[src/rtl/dm_pkg.sv]
// Shared definitions for the data-memory access controller.
// The ADDR_W/DATA_W defaults are the same values the DAG uses.
package dm_pkg;

   typedef enum logic [1:0] {
      IDLE = 2'b00,
      ACC  = 2'b01,
      DONE = 2'b10
   } dm_state_e;

   localparam int DM_CNT_W  = 4;
   localparam int DM_ADDR_W = 16;
   localparam int DM_DATA_W = 16;

endpackage : dm_pkg

[src/rtl/dm_access_ctrl.sv]
// Data-memory access controller. It serialises DM reads and writes against a strobed memory
// and stalls the sequencer while an access is in flight.
module dm_access_ctrl
   import dm_pkg::*;
#(
   parameter int ADDR_W  = DM_ADDR_W,
   parameter int DATA_W  = DM_DATA_W,
   parameter int WAIT_ST = 2
) (
   input  logic              clk_rf,
   input  logic              rst_n,
   input  logic              ps_dm_en,
   input  logic              ps_dm_wrt,
   input  logic [ADDR_W-1:0] dg_dm_add,
   input  logic [DATA_W-1:0] bc_dt,
   input  logic [DATA_W-1:0] mem_dm_rdt,
   output logic              dm_ps_stall,
   output logic              dm_mem_cs,
   output logic              dm_mem_we,
   output logic [ADDR_W-1:0] dm_mem_add,
   output logic [DATA_W-1:0] dm_mem_wdt,
   output logic [DATA_W-1:0] dm_bc_dt,
   output logic              dm_rd_vld,
   output logic              dm_ovr
);

   if (WAIT_ST < 0 || WAIT_ST > 15) begin : g_bad_wait_st
      $error("dm_access_ctrl: WAIT_ST must be in 0..15");
   end

   localparam logic [DM_CNT_W-1:0] WAIT_CNT = DM_CNT_W'(WAIT_ST);

   dm_state_e           state_q, state_d;
   logic [DM_CNT_W-1:0] cnt_q, cnt_d;
   logic [ADDR_W-1:0]   add_q, add_d;
   logic [DATA_W-1:0]   wdt_q, wdt_d;
   logic                wrt_q, wrt_d;
   logic [DATA_W-1:0]   rdt_q, rdt_d;
   logic                ovr_q, ovr_d;

   always_ff @(posedge clk_rf or negedge rst_n) begin
      if (!rst_n) begin
         state_q <= IDLE;
         cnt_q   <= '0;
         add_q   <= '0;
         wdt_q   <= '0;
         wrt_q   <= 1'b0;
         rdt_q   <= '0;
         ovr_q   <= 1'b0;
      end else begin
         state_q <= state_d;
         cnt_q   <= cnt_d;
         add_q   <= add_d;
         wdt_q   <= wdt_d;
         wrt_q   <= wrt_d;
         rdt_q   <= rdt_d;
         ovr_q   <= ovr_d;
      end
   end

   always_comb begin
      state_d = state_q;
      cnt_d   = cnt_q;
      add_d   = add_q;
      wdt_d   = wdt_q;
      wrt_d   = wrt_q;
      rdt_d   = rdt_q;
      ovr_d   = ovr_q;
      case (state_q)
         IDLE, DONE: begin
            // DONE accepts a request just like IDLE, giving one access per WAIT_ST+2 cycles
            if (ps_dm_en) begin
               add_d   = dg_dm_add;
               wdt_d   = bc_dt;
               wrt_d   = ps_dm_wrt;
               cnt_d   = WAIT_CNT;
               state_d = ACC;
            end else begin
               state_d = IDLE;
            end
         end
         ACC: begin
            // A request arriving mid-access is dropped; only the sticky flag records it
            if (ps_dm_en) begin
               ovr_d = 1'b1;
            end
            if (cnt_q != '0) begin
               cnt_d = cnt_q - DM_CNT_W'(1);
            end else begin
               if (!wrt_q) begin
                  rdt_d = mem_dm_rdt;
               end
               state_d = DONE;
            end
         end
         default: state_d = IDLE;
      endcase
   end

   // Moore outputs: the memory strobe and stall are pure decodes of the state register,
   // so an asynchronous reset drops them without waiting for a clock edge.
   assign dm_mem_cs   = (state_q == ACC);
   assign dm_mem_we   = (state_q == ACC) && wrt_q;
   assign dm_ps_stall = (state_q == ACC);
   assign dm_mem_add  = add_q;
   assign dm_mem_wdt  = wdt_q;
   assign dm_bc_dt    = rdt_q;
   assign dm_rd_vld   = (state_q == DONE) && !wrt_q;
   assign dm_ovr      = ovr_q;

endmodule : dm_access_ctrl

[config.mk]
export PLATFORM = sky130hd
export DESIGN_NAME = dm_access_ctrl
export DESIGN_NICKNAME = d
export VERILOG_FILES = /design/src/rtl/dm_pkg.sv /design/src/rtl/dm_access_ctrl.sv
export SDC_FILE = /design/constraint.sdc
export NUM_CORES = 1
export LEC_CHECK = 0
export CAP_MARGIN = 20
export CORE_MARGIN = 1.5
export CORE_UTILIZATION = 40
export DETAILED_ROUTE_END_ITERATION = 8
export GPL_ROUTABILITY_DRIVEN = 0
export PLACE_DENSITY = 0.78
export REMOVE_ABC_BUFFERS = 1
export SLEW_MARGIN = 20
export SYNTH_ARGS = -nofsm -noshare
export SYNTH_HDL_FRONTEND = slang
export SYNTH_SLANG_ARGS = --single-unit
[constraint.sdc]
create_clock -name clk_rf -period 2.7 [get_ports clk_rf]
set_input_delay 0.405 -clock clk_rf [delete_from_list [all_inputs] [get_ports clk_rf]]
set_output_delay 0.405 -clock clk_rf [all_outputs]
set_load 0.01 [all_outputs]
==> results_dict.tcl <==
set metrics [dict create \
    antenna_found_initial 0 \
    cp-start-kind "register" \
    synth_area_um2 2252 \
    grt_pass1_wl_mm 8.349 \
    ys_ff_latch 56 \
    cp-end-kind "primary output" \
    core_area_um2 5473 \
    place_area_um2 3332 \
    synth_fa_ha_area_share_pct 1.111 \
    vias_per_cell 4.452 \
    clk_latency_ns 0.30 \
    maxCapViolCount 0 \
    tightest_slew_ns 0.7071 \
    clockBufferDepth 2 \
    start_util_pct 41.15 \
    synth_mux_area_share_pct 11.00 \
    setup_violations 0 \
    port_buffers 104 \
    drive_gt1_share_pct 9.265 \
    fmax_mhz 483.7 \
    synth_cell_types 25 \
    yosys.area_share.simple_pct 20.94 \
    cts-htree-levels 2 \
    path_clk_slew_ns 0.09 \
    relSlewSlack_pct 52.86 \
    finalHoldViolCount 0 \
    synth_compound_area_share_pct 1.000 \
    drt_iter0_drc 143 \
    fillerInstances 452 \
    status "completed" \
    synthCells 210 \
    synth_top_family_by_area "simple AND/OR/NAND/NOR gates" \
    area_growth_pct 51.39 \
    leakage_nw 1.633 \
    p_total_mw 3.718 \
    die_h_um 78.04 \
    crit_type "reg2out" \
    synth_warnings 0 \
    finalMaxSlewViolations 0 \
    dieArea_um2 6089 \
    critical_path_arrival_ns 1.66 \
    final_cell_mix "clkdlybuf4s50_1 (103), nand2_1 (102), dfrtp_1 (56), mux2_4 (10), mux2_2 (6)" \
    cts_setup_buffers 0 \
    path_max_fanout 6 \
    cts-root-buf "clkbuf_8" \
    final_cell_area_um2 3410 \
    fin_crit_sh_pct 76.58 \
    drc 0 \
    period_minus_slack_ns 2.068 \
    hold_path.class "in2async" \
    finalSetupTns_ns 0 \
    synthXorXnorAreaFrac_pct 0 \
    hold_buffers 0 \
    cellPowerDensity_nw_per_um2 1091 \
    rr_startpoint "cnt_q[0]$_DFFE_PN0P_" \
    vdd_drop_max_v 0.0005520 \
    required_ns 2.30 \
    fin_nets 367 \
    skew_ns 0.01029 \
    cts_buffers 5 \
    fp.dieW_um 78.04 \
    grt_pass1_vias 1727 \
    syn_area_per_cell_um2 10.72 \
    grt_usage_pct 17.54 \
    wl_mm 5.112 \
    dp_hpwl_mm 3.534 \
    insertedDiodeCount 0 \
    grt_max_degree 57 \
    rsz0062_at_grt "no" \
    overflow 0 \
    num_rows 27 \
    critPathLaunch "state_q[1]$_DFFE_PN0P_" \
    wire_per_inst_um 13.28 \
    dr.pass1.iters 4 \
    cts_tree "yes" \
    ys_seq_area_share_pct 62.22 \
    drtAntennaViolNets 0 \
    io_pins 105 \
    layout_commonest_cell "clkdlybuf4s50_1" \
    postCtsResizedCells 0 \
    clock-sinks 56 \
    num_vias 1714 \
]
[critical path: stages, from the launching register on]
cell	delay, ns
dfrtp_1	0.39
nand2b_4	0.16
inv_1	0.15
and2_1	0.14
clkdlybuf4s50_1	0.54
[power breakdown]
| group | total (mW) | internal (mW) | switching, mW |
|---|---|---|---|
| Combinational | 1.82 | 1.07 | 0.747 |
| Sequential | 1.48 | 1.24 | 0.239 |
| Clock | 0.423 | 0.177 | 0.246 |
[state kept, by name (all words and copies together), names as in the netlist]
register and count:
dm_bc_dt 16, dm_mem_add 16, dm_mem_wdt 16, cnt_q 4, state_q 2, dm_ovr 1
wrt_q 1
[metrics by stage]
stage          worst slack [ns]  util, %  hold slack, ns  std cells
2_1_floorplan            0.9988        -          0.1094        199
3_3_place_gp             0.9457    60.88          0.4558        378
3_5_place_dp             0.8929    60.88          0.4617        378
4_1_cts                  0.6098    62.30          0.2613        385
5_1_grt                  0.5218    62.30          0.2943        385
6_report                 0.6324    62.30          0.2337        385
[area by class of cell]
| type | instances | area, um^2 | area share, % |
|---|---|---|---|
| clock buffers | 6 | 72.57 | 2.128 |
| clock inverters | 1 | 5.005 | 0.1468 |
| inverters | 4 | 15.01 | 0.4404 |
| multi-input cells | 139 | 767.0 | 22.50 |
| flip-flops and latches | 56 | 1401 | 41.10 |
| well taps | 72 | 90.09 | 2.642 |
| repair buffers | 107 | 1059 | 31.05 |
[cell families (layout without fill, tap and decap cells)]
family	Yosys count	in the layout
flip-flops	56	56
AND/OR/NAND/NOR	114	114
multiplexers	19	19
AO/OA/AOI/OAI	4	4
adder cells (fa/ha/maj)	2	2
buffers and inverters	15	118
[worst paths after layout]
check                                                 end  slack (ns)  cells past startpoint
worst max register to register    dm_bc_dt[5]$_DFFE_PN0P_        0.87                      5
worst min register to register         dm_ovr$_DFFE_PN0P_        0.48                      1
worst min-delay path            dm_mem_add[0]$_DFFE_PN0P_        0.23                      2
max in group asynchronous       dm_mem_wdt[1]$_DFFE_PN0P_        1.99                      2
min in group clk_rf                    dm_ovr$_DFFE_PN0P_        0.48                      1
worst max-delay path                            dm_mem_we        0.63                      4
[routing by layer]
layer | track usage [%] | part of all wire, %
met4 | 4.821 | 0.49
met5 | 0 | 0
met3 | 5.465 | 9.0
met1 | 23.80 | 47
met2 | 27.30 | 43
[cells in the mapped netlist, drive strengths merged]
cell type	count	area share, %
dfrtp	56	62
o21ai	2	0.44
a21o	1	0.33
inv	4	0.67
clkbuf	8	1.3
nor3b	1	0.33
and2	1	0.28
and2b	1	0.33
nor4	1	0.28
or2	1	0.28
nor3	1	0.22
nand2b	3	1.2
nor2	1	0.17
a21oi	1	0.22
mux2	16	9.7
ha	2	1.1
buf	3	1.7
nand4b	1	0.39
mux2i	3	1.3
nand2	102	17
or4	1	0.50
(Power assumes the default switching activity.)
